<file path="config.mk">
export PLATFORM = sky130hd
export DESIGN_NAME = pdm_word_packer
export DESIGN_NICKNAME = d
export VERILOG_FILES = /design/src/rtl/pdm_word_packer.sv
export SDC_FILE = /design/constraint.sdc
export NUM_CORES = 1
export LEC_CHECK = 0
export CAP_MARGIN = 40
export CORE_AREA = 2 2 68 70
export CTS_BUF_LIST = sky130_fd_sc_hd__clkbuf_8
export CTS_CLUSTER_DIAMETER = 30
export DETAILED_ROUTE_END_ITERATION = 7
export DIE_AREA = 0 0 70 72
export PLACE_DENSITY_LB_ADDON = 0.25
export SLEW_MARGIN = 20
export SYNTH_ARGS = -nofsm -noshare
export SYNTH_HDL_FRONTEND = slang
export SYNTH_SLANG_ARGS = --single-unit
</file>
<file path="constraint.sdc">
create_clock -name clk -period 4.2 [get_ports clk]
set_clock_uncertainty 0.1 [all_clocks]
set_input_delay 1.26 -clock clk [delete_from_list [all_inputs] [get_ports clk]]
set_output_delay 1.26 -clock clk [all_outputs]
set_load 0.02 [all_outputs]
</file>
<file path="src/rtl/pdm_word_packer.sv">
// Packs MICS-wide PDM sample sets into BITS-wide words on a valid/ready source port.
// Optional drop counter output enabled by defining PDM_PACKER_DROP_COUNT_EN.
module pdm_word_packer #(
  parameter int MICS = 8,
  parameter int BITS = 32
) (
  input  logic            clk,
  input  logic            rst,
  input  logic            capture_en,
  input  logic            sample_en,
  input  logic [MICS-1:0] pdm_bits,
  output logic            send_tvalid,
  input  logic            send_tready,
  output logic [BITS-1:0] send_tdata,
  output logic            overflow,
  input  logic            overflow_clr
`ifdef PDM_PACKER_DROP_COUNT_EN
  ,
  output logic [15:0]     drop_count
`endif
);

  localparam int K  = BITS / MICS;
  localparam int FW = (K > 2) ? $clog2(K) : 1;

  if ((BITS % MICS) != 0 || (BITS / MICS) < 2) begin : g_bad_cfg
    $error("pdm_word_packer: BITS must be a multiple of MICS with BITS/MICS >= 2");
  end

  logic [BITS-1:0] shreg;
  logic [FW-1:0]   fill;
  logic [BITS-1:0] next_word;
  logic            strobe;
  logic            last;
  logic            complete;
  logic            xfer;
  logic            drop;

  // The newest sample set enters at the top, so the first set of a word ends in the LSBs.
  assign next_word = {pdm_bits, shreg[BITS-1:MICS]};
  assign strobe    = sample_en && capture_en;
  assign last      = (fill == FW'(K - 1));
  assign complete  = strobe && last;
  assign xfer      = send_tvalid && send_tready;
  assign drop      = complete && send_tvalid && !send_tready;

  always_ff @(posedge clk) begin
    if (!rst) begin
      shreg       <= '0;
      fill        <= '0;
      send_tvalid <= 1'b0;
      send_tdata  <= '0;
      overflow    <= 1'b0;
    end else begin
      if (!capture_en) begin
        shreg <= '0;
        fill  <= '0;
      end else if (sample_en) begin
        shreg <= next_word;
        fill  <= last ? '0 : fill + FW'(1);
      end

      // A completing word may replace one leaving in the same cycle; otherwise it is dropped.
      if (complete && (!send_tvalid || send_tready)) begin
        send_tdata  <= next_word;
        send_tvalid <= 1'b1;
      end else if (xfer) begin
        send_tvalid <= 1'b0;
      end

      if (drop)
        overflow <= 1'b1;
      else if (overflow_clr)
        overflow <= 1'b0;
    end
  end

`ifdef PDM_PACKER_DROP_COUNT_EN
  always_ff @(posedge clk) begin
    if (!rst)
      drop_count <= '0;
    else if (overflow_clr)
      drop_count <= drop ? 16'd1 : 16'd0;
    else if (drop && drop_count != 16'hFFFF)
      drop_count <= drop_count + 16'd1;
  end
`endif

endmodule

</file>
### After elaboration in Yosys (flattened, before gate mapping)

Cells that the tools add are included.

| storage, ports and cells | value |
|---|---|
| bits in latches | 0 |
| memory bits (writable) | 0 |
| ROM bits | 0 |
| memories kept | 0 |
| input port bits | 14 |
| bits in registers | 68 |
| output and inout port bits | 34 |

| cells by class | value |
|---|---|
| reductions and logical operators | 12 |
| add/subtract/negate cells | 1 |
| bitwise operators | 0 |
| multipliers | 0 |
| muxes and demuxes | 5 |
| shifts and indexed selects | 0 |
| $lt $le $gt $ge | 0 |
| divide/modulo/power cells | 0 |
| equality and inequality tests | 1 |

Operator list:

| kind | count |
|---|---|
| 1-bit logical AND | 6 |
| 1-bit two-way mux | 4 |
| 2-bit nonzero test | 2 |
| 2-bit by 1-bit adder with 2-bit output, second input constant | 1 |
| 2-bit equality test, second input constant | 1 |
| 1-bit logical NOT | 2 |
| 2-bit two-way mux | 1 |
| 2-bit AND reduction | 1 |
| 1-bit logical OR | 1 |

### Logic depth before layout (Yosys ltp)

Gate-level depths: netlist (run 1).

| depth | value |
|---|---|
| depth after elaboration | 5 |
| mapped depth | 6 |

### Worst setup path before layout (run 1)

No wires, ideal clock.

| path | value |
|---|---|
| path type | input port to flip-flop |
| from | input port sample_en |
| to | register send_tdata[0] |
| stages on the path | 6 |
| arrival | 2007 ps |
| setup slack | 2021 ps |
| required time | 4028 ps |
| setup time | 72 ps |
| cells stage by stage | buf_6 nand3_4 nor2b_2 buf_6 buf_12 mux2i_1 |

| on the way | value |
|---|---|
| cells in the longest elaborated chain, start to end | 3 |

Ends and longest elaborated chain:

| what | RTL line | text |
|---|---|---|
| start, declared | 10 | `input logic sample_en,` |
| 1-bit logical AND | 41 | `assign strobe = sample_en && capture_en;` |
| 1-bit logical AND | 43 | `assign complete = strobe && last;` |
| 1-bit logical AND | 64 | `if (complete && (!send_tvalid \|\| send_tready)) begin` |
| end signal, assigned | 65 | `send_tdata <= next_word;` |
| end, declared | 14 | `output logic [BITS-1:0] send_tdata,` |

Every way passes these cells.
A chain may end at the register's enable or synchronous reset.

### Worst setup path in the final report (run 1)

| path | value |
|---|---|
| from | register send_tdata[17] |
| to | output port send_tdata[17] |

No word-level cell between the ends.

==> results.cfg, run 1 <==
[clock_network]
clk_latency_ps = 330
path_clk_slew_ps = 60
cts_hold_buf = 0
clockBufferDepth = 2
htreeDepth = 3
postCtsSetupBuffers = 0
cts_sinks = 60
tritoncts = built
post_cts_resized = 0
root_buffer = clkbuf_8
numCtsBuffers = 9

[timing]
post-route-min-period_ps = 2660
slew-limit-headroom_pct = 58.1
fmax_mhz = 376
finalCritPeriodShare_pct = 63.2
tightestPinTransition_ps = 628
hold_viol = 0
drv_slew = 0
rsz0062_at_grt = no
finalSetupViolCount = 0
fin_tns_setup_ps = 0
fin_ws_ps = 1540

[pwr]
ir_drop_mv = 0.252
p_total_mw = 1.19
power.density_nw_per_um2 = 399
p_leak_nw = 1.11

[floorplan]
num_rows = 24
die_x_um = 70
initial_core_util_pct = 54.7
pin_count = 48
dieHeight_um = 72
fp.coreArea_um2 = 4260
dieArea_um2 = 5040

[critical_path]
r2r-start = fill[0]$_SDFFE_PN0P_
crit_fanout = 2
worstPathRequired_ps = 2840
arrival_ps = 1300
slowest_delay_ps = 610
cp_num_buf_inv = 1
worstSetupPathType = flip-flop to output pin
critPathSlowestCell = clkdlybuf4s50_1
r2r_cells = 5
path_cells = clkdlybuf4s50_1
worstSetupEndpointType = output pin
crit_family = buffers and inverters
critPathLaunchType = flip-flop
rr_endpoint = send_tdata[10]$_SDFFE_PN0P_
reg2reg_slack_ps = 2620

[synthesis]
synth_compound_area_share_pct = 0.590
synth_top_family_by_area = multiplexers
synth_area_per_cell_um2 = 9.97
synth_xor_area_share_pct = 0
syn_nets = 249
synth_area_leaders = dfxtp_1 51%, mux2i_1 25%, nand2_1 10%
synth.top_cell.area_share_pct = 51.5
synth_top_cell_by_area = dfxtp_1
ys_ff_latch = 60
ys.warnings.count = 0
ys_seq_area_share_pct = 51.5
synth_adder_area_share_pct = 0.536
synth_cell_type_count = 17
synth_cells = 234
synth_mux_area_share_pct = 24.9
synth_area_um2 = 2330
synthSimpleGateAreaFrac_pct = 16.5

[min_path]
worstHoldStart = send_tdata[26]$_SDFFE_PN0P_
hold_path_end = send_tdata[26]$_SDFFE_PN0P_
min_path_type = flip-flop to flip-flop
worstHoldPathCells = 2

[final_layout]
nets = 296
n_antenna_cell = 0
syn_to_final_growth_pct = 28.1
final_cell_mix = 65 x nand2_1, 60 x dfxtp_1, 58 x mux2i_1
fill_cells = 340
drive_gt1_share_pct = 8.04
final_common_cell = nand2_1

[drt]
antenna_left = 0
via_per_inst = 4.97
drt_iter0_markers = 106
drt_wl_total_mm = 4.45
drc_errors = 0
wire_per_inst_um = 13.2
vias = 1680
drt_pass1_iterations = 4

[global_routing]
antenna_found_initial = 0
grt_usage_pct = 18.9
grt_overflow = 0
grt_max_degree = 67
grt_pass1_vias = 1562
grt_pass1_wl_mm = 7.36

[placed_design]
hpwlAfterDp_mm = 2.76
port_buffers = 47
pre_cts_slack_ps = 1410
globalplace.congestion = 0.734

[job]
cap_viol_max_count = 0

[run_status]
status = complete, no violations
## metrics by stage
step	instance area, um^2	util [%]	hold WS [ps]	std cells
finish	2990	70.1	355	338
global placement	2760	64.6	345	321
detailed placement	2760	64.6	349	321
CTS	2970	69.7	359	337
global route	2990	70.1	375	338
floorplan	2330	-	337	234
## power breakdown
part,internal (mW),switching [mW],total (mW)
clock,0.345,0.220,0.564
combinational,0.0231,0.0281,0.0511
sequential,0.573,0.00334,0.576
total,0.941,0.251,1.19
## cell families after synthesis
family | count (synthesis)
simple gates | 96
flops | 60
mux | 58
buf+inv | 17
compound gates | 2
fa+ha+maj | 1
## per-layer routing
layer  wire [um]  vias up  global-route usage, %
met5           0        -                      0
met4          61        0                   8.97
met3         186        5                   6.81
met2        2130       34                   31.0
met1        2070      785                   22.3
li1            -      856                      -
## synth_stat cells
master / number
buf_12: 3
ha_1: 1
buf_2: 2
dfxtp_1: 60
buf_4: 3
nor2b_2: 1
clkbuf_1: 6
o22ai_1: 1
and2_1: 1
nand3_4: 1
nand2_1: 65
inv_1: 1
a21boi_0: 1
nand2b_1: 1
mux2i_1: 58
buf_6: 2
nor2_1: 27
## how the worst max path moves through the flow
stage	from	to	slack (ps)	cells past startpoint
after floorplan	sample_en	send_tdata[0]$_SDFFE_PN0P_	2020	6
after global placement	sample_en	send_tdata[6]$_SDFFE_PN0P_	1430	6
after detailed placement	capture_en	fill[1]$_SDFFE_PN0P_	1410	3
after CTS	send_tdata[17]$_SDFFE_PN0P_	send_tdata[17]	1520	1
after global routing	send_tdata[17]$_SDFFE_PN0P_	send_tdata[17]	1500	1
final	send_tdata[17]$_SDFFE_PN0P_	send_tdata[17]	1540	1
## sequential cells by signal (all words and copies together), names as in the netlist
register and flops:
shreg 24, overflow 1, send_tvalid 1, send_tdata 32, fill 2
## layout make-up
| class | instances | area (um^2) | area share [%] |
|---|---|---|---|
| timing repair buffer | 52 | 505 | 16.9 |
| clock inverter | 6 | 80.1 | 2.68 |
| tap | 52 | 65.1 | 2.18 |
| multi-input combinational | 157 | 996 | 33.3 |
| inverter | 1 | 3.75 | 0.126 |
| clock buffer | 10 | 138 | 4.60 |
| sequential | 60 | 1200 | 40.2 |
(Power assumes the default switching activity.)
==> run 2, diff against run 1 <==
--- a/config.mk
+++ b/config.mk
@@ -6,11 +6,11 @@
 export NUM_CORES = 1
 export LEC_CHECK = 0
 export CAP_MARGIN = 40
-export CORE_AREA = 2 2 68 70
+export CORE_AREA = 2 2 70 72
 export CTS_BUF_LIST = sky130_fd_sc_hd__clkbuf_8
 export CTS_CLUSTER_DIAMETER = 30
 export DETAILED_ROUTE_END_ITERATION = 7
-export DIE_AREA = 0 0 70 72
+export DIE_AREA = 0 0 72 74
 export PLACE_DENSITY_LB_ADDON = 0.25
 export SLEW_MARGIN = 20
 export SYNTH_ARGS = -nofsm -noshare
==> constraint.sdc (replaced) <==
create_clock -name clk -period 2.5 [get_ports clk]
set_clock_uncertainty 0.1 [all_clocks]
set_input_delay 0.75 -clock clk [delete_from_list [all_inputs] [get_ports clk]]
set_output_delay 0.75 -clock clk [all_outputs]
set_load 0.02 [all_outputs]
==> run 2 against run 1 <==
Effect of this change:
- combinational power grew 71%
- critical path depth is the same
- first-iteration DRC count shrank 38%
- critical endpoint is now send_tdata[22]
- largest cell class unchanged
==> results.cfg, run 2 (synthesis results as in run 1) <==
[critical_path]
reg2reg_slack_ps = 1050
r2r-start = fill[0]$_SDFFE_PN0P_
cp_num_buf_inv = 1
arrival_ps = 1280
path_cells = clkdlybuf4s50_1
slowest_delay_ps = 630
worstPathRequired_ps = 1650
critPathSlowestCell = clkdlybuf4s50_1
critPathLaunchType = flip-flop
r2r_cells = 5
rr_endpoint = send_tdata[15]$_SDFFE_PN0P_
crit_fanout = 2
worstSetupPathType = flip-flop to output pin
worstSetupEndpointType = output pin
crit_family = buffers and inverters

[min_path]
min_path_type = flip-flop to flip-flop
worstHoldPathCells = 2
hold_path_end = send_tdata[2]$_SDFFE_PN0P_
worstHoldStart = send_tdata[2]$_SDFFE_PN0P_

[clock_network]
htreeDepth = 3
post_cts_resized = 0
path_clk_slew_ps = 60
cts_sinks = 60
tritoncts = built
root_buffer = clkbuf_8
clk_latency_ps = 320
clockBufferDepth = 2
postCtsSetupBuffers = 0
numCtsBuffers = 9
cts_hold_buf = 0

[drt]
drt_wl_total_mm = 4.29
wire_per_inst_um = 12.7
drc_errors = 0
vias = 1655
antenna_left = 0
drt_iter0_markers = 66
via_per_inst = 4.88
drt_pass1_iterations = 5

[final_layout]
final_cell_mix = 65 x nand2_1, 60 x dfxtp_1, 58 x mux2i_1
regMostFlops = send_tdata
fill_cells = 399
syn_to_final_growth_pct = 27.1
final_common_cell = nand2_1
n_antenna_cell = 0
largest_reg_flops = 32
drive_gt1_share_pct = 7.37
nets = 295
top_regs = send_tdata (32), shreg (24), fill (2)

[pwr]
p_leak_nw = 1.10
ir_drop_mv = 0.417
power.density_nw_per_um2 = 618

[floorplan]
fp.coreArea_um2 = 4600
pin_count = 48
initial_core_util_pct = 50.7
dieArea_um2 = 5330
die_x_um = 72
dieHeight_um = 74
num_rows = 25

[placed_design]
pre_cts_slack_ps = 304
hpwlAfterDp_mm = 2.72
port_buffers = 47
globalplace.congestion = 0.741

[global_routing]
antenna_found_initial = 0
grt_pass1_vias = 1503
grt_overflow = 0
grt_usage_pct = 16.9
grt_pass1_wl_mm = 6.84
grt_max_degree = 43

[timing]
finalCritPeriodShare_pct = 85.3
finalSetupViolCount = 0
fmax_mhz = 469
fin_ws_ps = 368
hold_viol = 0
drv_slew = 0
post-route-min-period_ps = 2130
fin_tns_setup_ps = 0
slew-limit-headroom_pct = 69.2
rsz0062_at_grt = no
tightestPinTransition_ps = 462

[run_status]
status = complete, no violations

[job]
cap_viol_max_count = 0
[run 2: per-stage QoR]
stage               cells  util, %  hold WS [ps]  power, mW  area [um^2]
global route          339     64.5           374       1.91         2970
CTS                   339     64.5           359       1.85         2970
global placement      323     60.5           344       1.08         2780
finish                339     64.5           357       1.83         2970
detailed placement    323     60.5           347       1.08         2780
floorplan             234        -           337       1.04         2330
[run 2: per-layer routing]
metal | global-route usage, % | vias to the layer above | share of wire (%)
met2 | 27.9 | 32 | 48
met4 | 7.55 | 0 | 0.91
met1 | 20.0 | 767 | 47
li1 | - | 851 | -
met3 | 5.96 | 5 | 4.4
met5 | 0 | - | 0
[run 2: report_power, final]
part           total (mW)  internal, mW  switching, mW
clock               0.777         0.429          0.348
sequential          0.968         0.963        0.00527
combinational      0.0874        0.0399         0.0475
[run 2: area by class of cell]
class / count / area, um^2 / share of cell area, %
timing repair buffer: 51 / 515 / 17.4
sequential: 60 / 1200 / 40.5
inverter: 1 / 3.75 / 0.127
multi-input combinational: 157 / 996 / 33.6
clock inverter: 4 / 16.3 / 0.549
tap: 54 / 67.6 / 2.28
clock buffer: 12 / 165 / 5.57
[run 2: worst max path at each step]
stage / start / end / slack [ps] / cells after the start
4_1_cts: send_tdata[23]$_SDFFE_PN0P_ / send_tdata[23] / 340 / 1
3_3_place_gp: capture_en / send_tdata[6]$_SDFFE_PN0P_ / 350 / 5
2_1_floorplan: sample_en / send_tdata[0]$_SDFFE_PN0P_ / 830 / 6
3_5_place_dp: capture_en / send_tdata[6]$_SDFFE_PN0P_ / 300 / 5
6_report: send_tdata[22]$_SDFFE_PN0P_ / send_tdata[22] / 370 / 1
5_1_grt: send_tdata[14]$_SDFFE_PN0P_ / send_tdata[14] / 310 / 1
==> run 3, diff against run 2 <==
--- a/config.mk
+++ b/config.mk
@@ -6,12 +6,13 @@
 export NUM_CORES = 1
 export LEC_CHECK = 0
 export CAP_MARGIN = 40
-export CORE_AREA = 2 2 70 72
+export CORE_AREA = 2 2 54 94
 export CTS_BUF_LIST = sky130_fd_sc_hd__clkbuf_8
 export CTS_CLUSTER_DIAMETER = 30
 export DETAILED_ROUTE_END_ITERATION = 7
-export DIE_AREA = 0 0 72 74
+export DIE_AREA = 0 0 56 96
 export PLACE_DENSITY_LB_ADDON = 0.25
+export SKIP_LAST_GASP = 1
 export SLEW_MARGIN = 20
 export SYNTH_ARGS = -nofsm -noshare
 export SYNTH_HDL_FRONTEND = slang
==> run 3 against run 2 <==
Effect of this change:
- non-clock buffer count increased by 1
- final cell count down 0.59%
- sequential power about the same
==> results.cfg, run 3 (synthesis results as in run 1) <==
[floorplan]
initial_core_util_pct = 50.5
pin_count = 48
die_x_um = 56
fp.coreArea_um2 = 4620
dieHeight_um = 96
num_rows = 33
dieArea_um2 = 5380

[drt]
drt_pass1_iterations = 4
vias = 1665
wire_per_inst_um = 12.8
antenna_left = 0
drc_errors = 0
drt_iter0_markers = 34
via_per_inst = 4.94
drt_wl_total_mm = 4.32

[final_layout]
final_cell_mix = 65 x nand2_1, 60 x dfxtp_1, 58 x mux2i_1
n_antenna_cell = 0
fin_area_um2 = 2960
nets = 296
drive_gt1_share_pct = 7.72
regMostFlops = send_tdata
largest_reg_flops = 32
syn_to_final_growth_pct = 26.8
fill_cells = 405
top_regs = send_tdata (32), shreg (24), fill (2)
final_cells = 337
final_common_cell = nand2_1

[timing]
drv_slew = 0
finalCritPeriodShare_pct = 87.2
fmax_mhz = 459
finalSetupViolCount = 0
hold_viol = 0
holdWs_ps = 357
slew-limit-headroom_pct = 79.0
rsz0062_at_grt = no
fin_tns_setup_ps = 0
fin_ws_ps = 320
post-route-min-period_ps = 2180
tightestPinTransition_ps = 315

[clock_network]
numCtsBuffers = 9
root_buffer = clkbuf_8
tritoncts = built
clk_latency_ps = 330
cts_hold_buf = 0
path_clk_slew_ps = 60
cts_sinks = 60
clockBufferDepth = 2
htreeDepth = 3
post_cts_resized = 0
postCtsSetupBuffers = 0

[placed_design]
pre_cts_slack_ps = 312
hpwlAfterDp_mm = 2.84
dpl.cell_count = 322
place_area_um2 = 2790
globalplace.congestion = 0.700
port_buffers = 47

[critical_path]
worstPathRequired_ps = 1650
crit_family = buffers and inverters
worstSetupEndpointType = output pin
arrival_ps = 1330
path_cells = clkdlybuf4s50_1
reg2reg_slack_ps = 1050
critPathSlowestCell = clkdlybuf4s50_1
slowest_delay_ps = 620
cp_num_buf_inv = 1
critPathLaunchType = flip-flop
crit_fanout = 2
worstSetupPathType = flip-flop to output pin

[global_routing]
grt_max_degree = 67
antenna_found_initial = 0
grt_pass1_vias = 1501
grt_overflow = 0
grt_pass1_wl_mm = 7.04
grt_usage_pct = 17.1

[job]
cap_viol_max_count = 0

[pwr]
ir_drop_mv = 0.464
power.density_nw_per_um2 = 605
p_leak_nw = 1.09

[min_path]
min_path_type = flip-flop to flip-flop

[run_status]
status = complete, no violations
## run 3: changes by cell type in the layout (fill, tap and decap cells not counted), sizes merged
cell / delta
clkinv: +1
buf: +1
clkbuf: -1
inv: -1
## run 3: routing by layer
layer  track usage [%]  vias up  wire length, um
li1                  -      852                -
met3              4.70       10              169
met1              21.0      772             1940
met2              26.4       31             2100
met4              10.7        0              112
met5                 0        -                0
## run 3: cell type report
type / instances / area (um^2) / share of cell area [%]
clock buffers: 11 / 151 / 5.12
flip-flops and latches: 60 / 1200 / 40.6
well taps: 52 / 65.1 / 2.20
repair buffers: 52 / 523 / 17.7
multi-input cells: 157 / 996 / 33.7
inverters: 1 / 3.75 / 0.127
clock inverters: 4 / 17.5 / 0.592
## run 3: through the flow
| stage | power (mW) | util [%] |
|---|---|---|
| after floorplan | 1.04 | - |
| after global placement | 1.08 | 60.3 |
| after detailed placement | 1.08 | 60.3 |
| after CTS | 1.82 | 64.0 |
| after global routing | 1.87 | 64.0 |
| final | 1.79 | 64.0 |
## run 3: where the power goes
part	leakage [nW]	total [mW]	internal [mW]	switching [mW]
Sequential	0.484	0.969	0.963	0.00555
Combinational	0.511	0.0870	0.0398	0.0472
Clock	0.0976	0.733	0.397	0.337
Total	1.09	1.79	1.40	0.389
## run 3: final timing paths
path | from | end | cells after the start
worst max register to register | fill[0]$_SDFFE_PN0P_ | send_tdata[1]$_SDFFE_PN0P_ | 5
worst min-delay path | send_tdata[14]$_SDFFE_PN0P_ | send_tdata[14]$_SDFFE_PN0P_ | 2
worst min register to register | send_tdata[14]$_SDFFE_PN0P_ | send_tdata[14]$_SDFFE_PN0P_ | 2
worst max-delay path | send_tdata[22]$_SDFFE_PN0P_ | send_tdata[22] | 1
